`config.mk`:
```
export PLATFORM = sky130hd
export DESIGN_NAME = mem_arb_flat
export DESIGN_NICKNAME = d
export VERILOG_FILES = /design/src/rtl/mem_arb_pkg.sv /design/src/rtl/mem_arb_if.sv /design/src/rtl/mem_arb_rr_pick2.sv /design/src/rtl/mem_arb.sv /design/src/flat_wrapper.sv
export SDC_FILE = /design/constraint.sdc
export NUM_CORES = 1
export LEC_CHECK = 0
export BUFFER_PORTS_ARGS = -buffer_cell sky130_fd_sc_hd__buf_4
export CAP_MARGIN = 20
export CORE_MARGIN = 1
export CORE_UTILIZATION = 41
export DETAILED_ROUTE_END_ITERATION = 16
export GPL_ROUTABILITY_DRIVEN = 0
export PLACE_DENSITY_LB_ADDON = 0.12
export SETUP_SLACK_MARGIN = 0.02
export SYNTH_ARGS = -nofsm -noshare
export SYNTH_HDL_FRONTEND = slang
export SYNTH_HIERARCHICAL = 1
export SYNTH_SLANG_ARGS = --single-unit
export TNS_END_PERCENT = 10
```
`constraint.sdc`:
```
create_clock -name clk -period 1.56 [get_ports clk]
set_clock_uncertainty 0.05 [all_clocks]
set_input_delay 0.312 -clock clk [delete_from_list [all_inputs] [get_ports clk]]
set_output_delay 0.312 -clock clk [all_outputs]
set_load 0.005 [all_outputs]
```
`src/rtl/mem_arb_pkg.sv`:
```
// Shared SAP-2 definitions: owner and FSM state encodings, default RAM geometry.
package sap2_defs;

  localparam int AW_DEF = 8;
  localparam int DW_DEF = 12;

  typedef enum logic [1:0] {
    OWN_NONE = 2'b00,
    OWN_CPU  = 2'b01,
    OWN_LDR  = 2'b10
  } owner_t;

  typedef enum logic [1:0] {
    ST_IDLE   = 2'b00,
    ST_ACCESS = 2'b01,
    ST_ACK    = 2'b10
  } state_t;

endpackage

```
`src/rtl/mem_arb_if.sv`:
```
// Bus bundle between the CPU memory path, the program loader, the arbiter and the RAM port.
// MEM_ARB_LOCK_EN adds the ldr_lock input.
interface mem_arb_if #(
    parameter int AW = 8,
    parameter int DW = 12
);
    // Four-phase handshake: a requester raises req with its command stable,
    // the arbiter raises ack once the RAM op is done, req falls, then ack falls.
    logic          cpu_req;
    logic          cpu_we;
    logic [AW-1:0] cpu_addr;
    logic [DW-1:0] cpu_wdata;
    logic          cpu_ack;
    logic [DW-1:0] cpu_rdata;
    logic          cpu_stall;

    logic          ldr_req;
    logic          ldr_we;
    logic [AW-1:0] ldr_addr;
    logic [DW-1:0] ldr_wdata;
    logic          ldr_ack;
    logic [DW-1:0] ldr_rdata;
`ifdef MEM_ARB_LOCK_EN
    logic          ldr_lock;
`endif

    logic [AW-1:0] ram_a;
    logic [DW-1:0] ram_d;
    logic          ram_we;
    logic          ram_ce;
    logic [DW-1:0] ram_q;

    logic [1:0]    owner;

    // Arbiter side
    modport slave (
        input  cpu_req, cpu_we, cpu_addr, cpu_wdata,
        output cpu_ack, cpu_rdata, cpu_stall,
        input  ldr_req, ldr_we, ldr_addr, ldr_wdata,
        output ldr_ack, ldr_rdata,
`ifdef MEM_ARB_LOCK_EN
        input  ldr_lock,
`endif
        output ram_a, ram_d, ram_we, ram_ce,
        input  ram_q,
        output owner
    );

    // Requester / RAM side
    modport master (
        output cpu_req, cpu_we, cpu_addr, cpu_wdata,
        input  cpu_ack, cpu_rdata, cpu_stall,
        output ldr_req, ldr_we, ldr_addr, ldr_wdata,
        input  ldr_ack, ldr_rdata,
`ifdef MEM_ARB_LOCK_EN
        output ldr_lock,
`endif
        input  ram_a, ram_d, ram_we, ram_ce,
        output ram_q,
        input  owner
    );

endinterface

```
`src/rtl/mem_arb_rr_pick2.sv`:
```
// Combinational two-way round-robin picker; grant[0] = requester a, grant[1] = requester b.
module rr_pick2 (
    input  logic       req_a,
    input  logic       req_b,
    input  logic       last_b,
    input  logic       lock,
    output logic [1:0] grant
);

    always_comb begin
        grant = 2'b00;
        if (lock) begin
            grant[1] = req_b;
        end else if (req_a && req_b) begin
            // On a tie the side not served last wins
            grant = last_b ? 2'b01 : 2'b10;
        end else begin
            grant = {req_b, req_a};
        end
    end

endmodule

```
`src/rtl/mem_arb.sv`:
```
// CPU / program-loader arbiter for the single 256x12 RAM port: IDLE -> ACCESS -> ACK per access.
// MEM_ARB_LOCK_EN adds ldr_lock, which locks the CPU out and always favours the loader.
module mem_arb
    import sap2_defs::*;
#(
    parameter int AW = AW_DEF,
    parameter int DW = DW_DEF
) (
    input  logic   clk,
    input  logic   clr,
    mem_arb_if.slave bus,
    output state_t dbg_state
);

    state_t        state, state_nxt;
    owner_t        owner_q, owner_nxt;
    logic          lat_we;
    logic [AW-1:0] lat_addr;
    logic [DW-1:0] lat_wdata;
    logic          last_ldr;
    logic [DW-1:0] cpu_rdata_q;
    logic [DW-1:0] ldr_rdata_q;
    logic          lock;
    logic [1:0]    grant;
    logic          owner_req;

`ifdef MEM_ARB_LOCK_EN
    assign lock = bus.ldr_lock;
`else
    assign lock = 1'b0;
`endif

    rr_pick2 u_pick (
        .req_a (bus.cpu_req),
        .req_b (bus.ldr_req),
        .last_b(last_ldr),
        .lock  (lock),
        .grant (grant)
    );

    always_comb begin
        owner_req = 1'b0;
        case (owner_q)
            OWN_CPU: owner_req = bus.cpu_req;
            OWN_LDR: owner_req = bus.ldr_req;
            default: owner_req = 1'b0;
        endcase
    end

    always_comb begin
        state_nxt = state;
        owner_nxt = owner_q;
        case (state)
            ST_IDLE: begin
                if (grant[0]) begin
                    owner_nxt = OWN_CPU;
                    state_nxt = ST_ACCESS;
                end else if (grant[1]) begin
                    owner_nxt = OWN_LDR;
                    state_nxt = ST_ACCESS;
                end
            end
            ST_ACCESS: state_nxt = ST_ACK;
            ST_ACK: begin
                if (!owner_req) begin
                    owner_nxt = OWN_NONE;
                    state_nxt = ST_IDLE;
                end
            end
            default: begin
                owner_nxt = OWN_NONE;
                state_nxt = ST_IDLE;
            end
        endcase
    end

    always_ff @(posedge clk or posedge clr) begin
        if (clr) begin
            state       <= ST_IDLE;
            owner_q     <= OWN_NONE;
            lat_we      <= 1'b0;
            lat_addr    <= '0;
            lat_wdata   <= '0;
            last_ldr    <= 1'b1;
            cpu_rdata_q <= '0;
            ldr_rdata_q <= '0;
        end else begin
            state   <= state_nxt;
            owner_q <= owner_nxt;
            if (state == ST_IDLE && grant != 2'b00) begin
                // Reads latch zero write data so ram_d stays quiet
                if (grant[0]) begin
                    lat_we    <= bus.cpu_we;
                    lat_addr  <= bus.cpu_addr;
                    lat_wdata <= bus.cpu_we ? bus.cpu_wdata : '0;
                end else begin
                    lat_we    <= bus.ldr_we;
                    lat_addr  <= bus.ldr_addr;
                    lat_wdata <= bus.ldr_we ? bus.ldr_wdata : '0;
                end
            end
            if (state == ST_ACCESS) begin
                last_ldr <= (owner_q == OWN_LDR);
                if (!lat_we) begin
                    if (owner_q == OWN_LDR) ldr_rdata_q <= bus.ram_q;
                    else                    cpu_rdata_q <= bus.ram_q;
                end
            end
        end
    end

    // Strobes decode straight from state so clr kills a write in flight
    assign bus.ram_a     = lat_addr;
    assign bus.ram_d     = lat_wdata;
    assign bus.ram_we    = (state == ST_ACCESS) &&  lat_we;
    assign bus.ram_ce    = (state == ST_ACCESS) && !lat_we;
    assign bus.cpu_ack   = (state == ST_ACK) && (owner_q == OWN_CPU);
    assign bus.ldr_ack   = (state == ST_ACK) && (owner_q == OWN_LDR);
    assign bus.cpu_stall = bus.cpu_req && !bus.cpu_ack;
    assign bus.cpu_rdata = cpu_rdata_q;
    assign bus.ldr_rdata = ldr_rdata_q;
    assign bus.owner     = owner_q;
    assign dbg_state     = state;

endmodule

```
`src/flat_wrapper.sv`:
```
// flat-port wrapper written by rule: the top's interface ports become plain ports
module mem_arb_flat import sap2_defs::*;
#(
    parameter int AW = AW_DEF,
    parameter int DW = DW_DEF
)
  (clk, clr, dbg_state, bus_cpu_req, bus_cpu_we, bus_cpu_addr, bus_cpu_wdata, bus_cpu_ack, bus_cpu_rdata, bus_cpu_stall, bus_ldr_req, bus_ldr_we, bus_ldr_addr, bus_ldr_wdata, bus_ldr_ack, bus_ldr_rdata, bus_ram_a, bus_ram_d, bus_ram_we, bus_ram_ce, bus_ram_q, bus_owner);
  mem_arb_if #(.AW(AW), .DW(DW)) bus_i ();
  input  logic clk;
  input  logic clr;
  output state_t dbg_state;
  input wire logic [$bits(bus_i.cpu_req)-1:0] bus_cpu_req;
  input wire logic [$bits(bus_i.cpu_we)-1:0] bus_cpu_we;
  input wire logic [$bits(bus_i.cpu_addr)-1:0] bus_cpu_addr;
  input wire logic [$bits(bus_i.cpu_wdata)-1:0] bus_cpu_wdata;
  output wire logic [$bits(bus_i.cpu_ack)-1:0] bus_cpu_ack;
  output wire logic [$bits(bus_i.cpu_rdata)-1:0] bus_cpu_rdata;
  output wire logic [$bits(bus_i.cpu_stall)-1:0] bus_cpu_stall;
  input wire logic [$bits(bus_i.ldr_req)-1:0] bus_ldr_req;
  input wire logic [$bits(bus_i.ldr_we)-1:0] bus_ldr_we;
  input wire logic [$bits(bus_i.ldr_addr)-1:0] bus_ldr_addr;
  input wire logic [$bits(bus_i.ldr_wdata)-1:0] bus_ldr_wdata;
  output wire logic [$bits(bus_i.ldr_ack)-1:0] bus_ldr_ack;
  output wire logic [$bits(bus_i.ldr_rdata)-1:0] bus_ldr_rdata;
  output wire logic [$bits(bus_i.ram_a)-1:0] bus_ram_a;
  output wire logic [$bits(bus_i.ram_d)-1:0] bus_ram_d;
  output wire logic [$bits(bus_i.ram_we)-1:0] bus_ram_we;
  output wire logic [$bits(bus_i.ram_ce)-1:0] bus_ram_ce;
  input wire logic [$bits(bus_i.ram_q)-1:0] bus_ram_q;
  output wire logic [$bits(bus_i.owner)-1:0] bus_owner;
  assign bus_i.cpu_req = bus_cpu_req;
  assign bus_i.cpu_we = bus_cpu_we;
  assign bus_i.cpu_addr = bus_cpu_addr;
  assign bus_i.cpu_wdata = bus_cpu_wdata;
  assign bus_cpu_ack = bus_i.cpu_ack;
  assign bus_cpu_rdata = bus_i.cpu_rdata;
  assign bus_cpu_stall = bus_i.cpu_stall;
  assign bus_i.ldr_req = bus_ldr_req;
  assign bus_i.ldr_we = bus_ldr_we;
  assign bus_i.ldr_addr = bus_ldr_addr;
  assign bus_i.ldr_wdata = bus_ldr_wdata;
  assign bus_ldr_ack = bus_i.ldr_ack;
  assign bus_ldr_rdata = bus_i.ldr_rdata;
  assign bus_ram_a = bus_i.ram_a;
  assign bus_ram_d = bus_i.ram_d;
  assign bus_ram_we = bus_i.ram_we;
  assign bus_ram_ce = bus_i.ram_ce;
  assign bus_i.ram_q = bus_ram_q;
  assign bus_owner = bus_i.owner;
  mem_arb #(.AW(AW), .DW(DW)) u_core (.clk(clk), .clr(clr), .bus(bus_i), .dbg_state(dbg_state));
endmodule
```
==> results.txt, run 1 <==
Status: complete, but fails checks
Failing checks: setup timing
Post-Syn Nets: 220
P_leak: 1.85 nW
DR vias/cell: 4.90
Maximum clock rate: 572 MHz
Post-Synth XOR/XNOR Area: 0%
Fillers: 406
Drt drc: 0
Core Box Area: 5240 um^2
Multi-input gate area: 1090 um^2
Die area: 5890 um^2
Per-instance average area after synthesis: 14.3 um^2
Arrival @ worst endpoint: 1.88 ns
Global-route wire length before repair: 9000 um
Unrepaired setup endpoints after global routing: true
Chip Width: 76.8 um
RR Endpoint: u_core/bus.ram_a[0]
Drt total wl: 5440 um
RR Startpoint: u_core/last_ldr
Placed Area: 3420 um^2
Critical-path cell list: inv_2 -> a21boi_4 -> buf_12 -> buf_8 -> mux2_4 -> mux2_4
Final Hold Vio Count: 0
Worst reg-to-reg setup slack: -0.19 ns
Area contributors post-synth: dfrtp_1, mux2_2, a22o_1
Main combinational cell family by area after synthesis: multiplexers
Worst skew pair latency: 0.30 ns
Fin cells: 368
Final net count: 357
Synth top area share: 53.5%
VDD IR max: 0.786 mV
Slowest CP cell: dfstp_2
Hpwl dp: 4100 um
Largest net degree at the start of global routing: 23
Hold path start: bus_ram_q[2]
Critical path class: reg2reg
Worst path most repeated cell: mux2_4
Vias: 1805
Core Util, Final: 71.0%
CP required: 1.70 ns
Simple-Gate Fraction of Synth Area: 6.39%
Register Area: 1250 um^2
Clk sinks: 50
Hold Slack: 0.199 ns
N_diodes: 0
Hold Path Class: in2reg
CTS tree: yes
Critical Path Fanout Max: 6
Std-Cell Rows: 26
Final setup viols: 37
WHS Path Cells: 2
Fin crit period: 1.75 ns
Mapped Area: 2290 um^2
Initial core utilization: 43.7%
Post-synthesis mux area share: 26.5%
Setup TNS: -3.68 ns
Port Buffers: 110
Sequential area share after synthesis: 54.7%
Grt total ovfl: 0
Post-synthesis compound-gate area fraction: 7.65%
CP Capture Type: register
Power per standard cell area: 1770 nW/um^2
Clock Tree Root: clkbuf_8
Placed cell count: 354
Final worst setup slack: -0.187 ns
Worst-path clk slew: 0.09 ns
Max clock buf depth: 2
Layout area overhead: 62.4%
H-Tree Depth: 2
First-pass DRT Iterations: 4
Initial antenna violation count: 0
Initial drt markers: 55
Total of max-cap violations: 0
Post-Synthesis Cells: 160
Fin area: 3720 um^2
I/O pins: 111
Max-slew violations: 0
Die height: 76.8 um
Cell taking the most area after synthesis: dfrtp_1
Startpoint Class: register
Synth Area in Adders: 1.09%
WHS Endpoint: u_core/bus.cpu_rdata[2]
CP max stage delay: 0.54 ns
Vias in the first global route: 1936
FF+latch count, synth: 50
Final worst-path cycle share: 112%
Yosys warns: 6
Netlist cell types: 34
R2R depth: 6
WL/cell: 14.8 um
Total Routing Usage GR: 19.5%
Post-route ant nets: 0
Share of cells above drive strength 1: 72.1%
Cts bufs inserted: 5
==> worst max-delay path, delay by kind of cell, from the launching register on <==
family / cells / cell delay [ns]
AO/OA/AOI/OAI: 1 / 0.18
buffers and inverters: 3 / 0.31
multiplexers: 2 / 0.55
flip-flops: 1 / 0.54
==> final cells by class <==
| cell class | count | area share, % |
|---|---|---|
| Clock buffer | 6 | 1.95 |
| Clock inverter | 2 | 1.01 |
| Inverter | 7 | 0.773 |
| Multi-Input combinational cell | 96 | 29.3 |
| Sequential cell | 50 | 33.7 |
| Tap cell | 70 | 2.35 |
| Timing Repair Buffer | 137 | 30.9 |
==> cell usage in the layout (no fill, tap or decap), types with 2 or more instances in the layout <==
cell type  synthesis  layout
and2_1             3       2
clkbuf_8           0       5
buf_4              1     121
mux2_2            52      28
a22o_1            12      12
dfrtp_1           49      48
buf_12             0       5
nor2_1             3       2
buf_6              3       8
mux2_4             0      25
inv_1              7       3
nand2b_1           2       2
inv_2              0       3
==> registers in the layout, indices dropped and copies added, names as in the netlist <==
| name | flops |
|---|---|
| u_core/last_ldr | 1 |
| u_core/bus.ram_d | 12 |
| u_core/bus.ram_a | 8 |
| u_core/bus.ldr_rdata | 12 |
| u_core/bus.owner | 2 |
| u_core/bus.cpu_rdata | 12 |
| u_core/lat_we | 1 |
| u_core/dbg_state | 2 |
==> report_power, final <==
| group | leakage, nW | internal, W | switching (W) |
|---|---|---|---|
| logic | 1.19 | 0.00222 | 0.00111 |
| clock network | 0.0514 | 0.000478 | 0.000414 |
| registers | 0.610 | 0.00196 | 0.000400 |
| total | 1.85 | 0.00465 | 0.00193 |
==> logic make-up (layout without fill, tap and decap cells) <==
kind of cell	Yosys count	after routing
compound gates	21	21
simple gates	18	18
fa+ha+maj	2	2
other cells	1	1
mux	54	54
flops	50	50
buf+inv	14	152
==> worst max-delay path by stage <==
stage,cells past startpoint,to,slack (ns),start
floorplan,5,u_core/bus.ram_a[0],-0.08,u_core/last_ldr
global placement,6,u_core/bus.ram_a[7],-0.19,bus_cpu_req
detailed placement,6,u_core/bus.ram_a[0],-0.22,bus_cpu_req
CTS,6,u_core/bus.ram_a[0],-0.16,u_core/last_ldr
global route,6,u_core/bus.ram_a[0],-0.25,u_core/last_ldr
finish,6,u_core/bus.ram_a[0],-0.19,u_core/last_ldr
==> cell usage after synthesis, drive strengths merged <==
master  instances
and3            1
dfstp           1
a31oi           1
nor4b           1
dfrtp          49
a32oi           1
ha              2
a22oi           1
inv             7
nor2b           3
mux2           53
buf             6
o21a            1
a22o           12
and2            3
nor3            1
or2             1
clkbuf          1
conb            1
o41ai           1
nor3b           1
nor2            3
and2b           1
o21ai           1
o31ai           1
a21boi          2
nand2b          3
mux2i           1
==> what timing repair did <==
action | 4_1_cts | 5_1_grt
pin swaps | 4 | 1
gates cloned | 1 | 0
gates resized for setup | 19 | 14
endpoints found under the setup margin | 51 | 52
hold buffers | 1 | 0
buffers inserted | 4 | 0
hold endpoints to repair | 17 | 0
==> stage by stage <==
stage	total power [W]	worst slack (ns)
floorplan	0.00378	-0.0843
global placement	0.00531	-0.194
detailed placement	0.00536	-0.220
CTS	0.00655	-0.165
global route	0.00703	-0.247
finish	0.00658	-0.187
==> layer usage <==
layer	global-route usage, %	wire length [um]	up-vias
met3	6.67	420	9
met2	32.7	2700	76
li1	-	-	853
met1	23.1	2230	867
met5	0	0	-
met4	6.92	81	0
(Power assumes the default switching activity.)
==> run 2, diff against run 1 <==
- CORE_ASPECT_RATIO: not set -> 1.25
- CORE_UTILIZATION: 41 -> 42
- SYNTH_HIERARCHICAL: 1 -> not set
==> results.txt, run 2 <==
Vias: 2099 (+16%)
Multi-input gate area: 1050 um^2 (-3.2%)
Total of max-cap violations: 0 (unchanged)
Synth top area share: 52.7% (-0.83 points)
CTS tree: yes
Arrival @ worst endpoint: 1.29 ns (-0.59 ns)
Post-synth EDFFs: 0 (unchanged)
Most common cell after layout, fill and taps aside: buf_4
Netlist cell types: 29 (-15%)
Combinational Power Share: 50.6% (about the same)
Final net count: 385 (+7.8%)
Synth Area in Adders: 1.08% (-0.017 points)
Worst-path clk slew: 0.09 ns (about the same)
Initial drt markers: 118 (+110%)
N_diodes: 0 (unchanged)
Clk sinks: 50 (unchanged)
Share of power burned in registers: 37.0% (+1.2 points)
Global routing's busiest layer: met2
Unrepaired setup endpoints after global routing: true
Post-synthesis compound-gate area fraction: 18.4% (+11 points)
Worst Max-Slew Pin Slew: 0.500 ns
Pint: 0.00427 W (-8.2%)
Critical path class: reg2out
Sequential area share after synthesis: 53.8% (-0.85 points)
Clock group share of total power: 12.4% (-1.2 points)
Largest net degree at the start of global routing: 51 (+120%)
Post-synth top cells: dfrtp_1, mux2_2, a21oi_1, a31oi_1, nand3_1
Drt total wl: 6320 um (+16%)
P_leak: 1.62 nW (-12%)
Met2 usage: 39.1% (+6.4 points)
Final setup viols: 16 (-57%)
Total Routing Usage GR: 22.2% (+2.7 points)
Mapped Area: 2330 um^2 (+1.6%)
WL/cell: 16.3 um (+10%)
Status: complete, but fails checks
Die area: 5840 um^2 (-0.78%)
Maximum clock rate: 604 MHz (+5.5%)
Count leader, synth: dfrtp_1
Max clock buf depth: 2 (unchanged)
Power per standard cell area: 1820 nW/um^2 (+3.0%)
DR vias/cell: 5.41 (+10%)
Post-synthesis mux area share: 12.5% (-14 points)
Port Buffers: 110 (unchanged)
Fin area: 3520 um^2 (-5.3%)
Register Area: 1250 um^2 (about the same)
Die height: 85.2 um (+11%)
Post-Synthesis Cells: 206 (+29%)
Per-instance average area after synthesis: 11.3 um^2 (-21%)
Grt total ovfl: 0 (unchanged)
Max-slew violations: 0 (unchanged)
CP required: 1.20 ns (-0.50 ns)
Clock Tree Root: clkbuf_8
Main combinational cell family by area after synthesis: compound AO/OA/AOI/OAI gates
Failing checks: setup timing
Area contributors post-synth: dfrtp_1, mux2_2, a31oi_1
Switch share: 33.4% (+4.1 points)
Asr flop ratio synth: 100% (unchanged)
Drt drc: 0 (unchanged)
Met1 usage: 26.7% (+3.6 points)
CP Capture Type: output pin
Hold Path Class: in2async
Fin crit period: 1.66 ns (-0.0905 ns)
Global-route wire length before repair: 9690 um (+7.7%)
Worst slew margin: 66.7%
VDD IR max: 0.814 mV (+3.5%)
I/O pins: 111 (unchanged)
Share of cells above drive strength 1: 54.9% (-17 points)
Std-Cell Rows: 29 (+12%)
Worst skew pair latency: 0.30 ns (about the same)
Initial core utilization: 44.9% (+1.1 points)
Commonest cells after routing, fill and taps aside: buf_4, dfrtp_1, a21oi_1, a31oi_1, nand3_1
Startpoint Class: register
Placed Area: 3310 um^2 (-3.2%)
Cts bufs inserted: 5 (unchanged)
Critical Path Fanout Max: 2 (-4)
Yosys warns: 0 (-6)
Post-route ant nets: 0 (unchanged)
Initial antenna violation count: 0 (unchanged)
FF+latch count, synth: 50 (unchanged)
Simple-Gate Fraction of Synth Area: 9.73% (+3.3 points)
Cell taking the most area after synthesis: dfrtp_1
Post-Synth XOR/XNOR Area: 0% (unchanged)
Post-Syn Nets: 266 (+21%)
Setup TNS: -1.07 ns (+2.61 ns)
Final Hold Vio Count: 0 (unchanged)
Fillers: 429 (+5.7%)
Final worst-path cycle share: 106% (-5.8 points)
Synth Flop Type: dfrtp_1
Routing usage on met3: 4.03% (-2.6 points)
H-Tree Depth: 2 (unchanged)
Final worst setup slack: -0.0968 ns (+0.0905 ns)
Net switching power: 0.00215 W (+11%)
Layout area overhead: 51.4%
Chip Width: 68.6 um (-11%)
Hpwl dp: 4530 um (+10%)
Vias in the first global route: 2013 (+4.0%)
Core Box Area: 5190 um^2 (-0.93%)
CTS Hold Buffers Added: 0 (-1)
First-pass DRT Iterations: 4 (unchanged)
[run 2: cells by family after synthesis]
| family | Yosys count |
|---|---|
| buffers and inverters | 22 |
| AND/OR/NAND/NOR | 37 |
| flip-flops | 50 |
| AO/OA/AOI/OAI | 69 |
| multiplexers | 26 |
| adder cells (fa/ha/maj) | 2 |
[run 2: worst max-delay path: stages (launching register included)]
cell and delay (ns):
dfrtp_1 0.40, buf_6 0.13, ha_4 0.15, and2_4 0.15
nor2_2 0.06, buf_4 0.10
[run 2: layer usage]
| layer | vias up | wire (um) | part of all wire [%] |
|---|---|---|---|
| met5 | - | 0 | 0 |
| met4 | 0 | 74 | 1.2 |
| met3 | 7 | 444 | 7.0 |
| met2 | 86 | 3320 | 53 |
| met1 | 1006 | 2480 | 39 |
| li1 | 1000 | - | - |
[run 2: area by class of cell]
type	count	share of cell area, %
multi-input cells	134	29.9
clock buffers	6	2.34
well taps	62	2.20
repair buffers	129	29.0
inverters	5	0.639
flip-flops and latches	50	35.5
clock inverters	2	0.355
[run 2: timing repair]
item                                    CTS  global route
resized for setup                        21             3
endpoints found under the setup margin    5            36
pin swaps                                 5             2
setup buffers                             4             0
[run 2: power groups by stage]
stage | logic [W] | registers [W] | clock network [W]
floorplan | 0.00139 | 0.00240 | 0
global placement | 0.00297 | 0.00236 | 0
detailed placement | 0.00303 | 0.00239 | 0
CTS | 0.00326 | 0.00238 | 0.000805
global route | 0.00355 | 0.00246 | 0.000853
finish | 0.00325 | 0.00238 | 0.000796
[run 2: final timing paths]
kind,from,to,slack [ns],cells past startpoint
max,u_core.bus.owner[0],bus_cpu_stall,-0.1,5
max in group asynchronous,clr,u_core.last_ldr,1.16,3
max reg2reg,u_core.bus.owner[0],u_core.bus.ldr_rdata[2],-0.08,6
min reg2reg,u_core.bus.cpu_rdata[1],u_core.bus.cpu_rdata[1],0.46,1
min,clr,u_core.bus.ldr_rdata[1],0.01,3
min in group clk,bus_ram_q[0],u_core.bus.ldr_rdata[0],0.19,2
[run 2: per-stage QoR]
step | utilization, % | setup WS [ns] | hold slack, ns | cells | power (W)
6_report | 67.9 | -0.0968 | 0.0118 | 388 | 0.00642
5_1_grt | 67.9 | -0.142 | 0.0331 | 388 | 0.00686
4_1_cts | 67.7 | -0.123 | 0.0242 | 388 | 0.00644
3_5_place_dp | 63.9 | -0.0238 | 0.352 | 376 | 0.00542
3_3_place_gp | 63.9 | -0.00891 | 0.348 | 376 | 0.00533
2_1_floorplan | - | 0.0363 | 0.304 | 206 | 0.00380
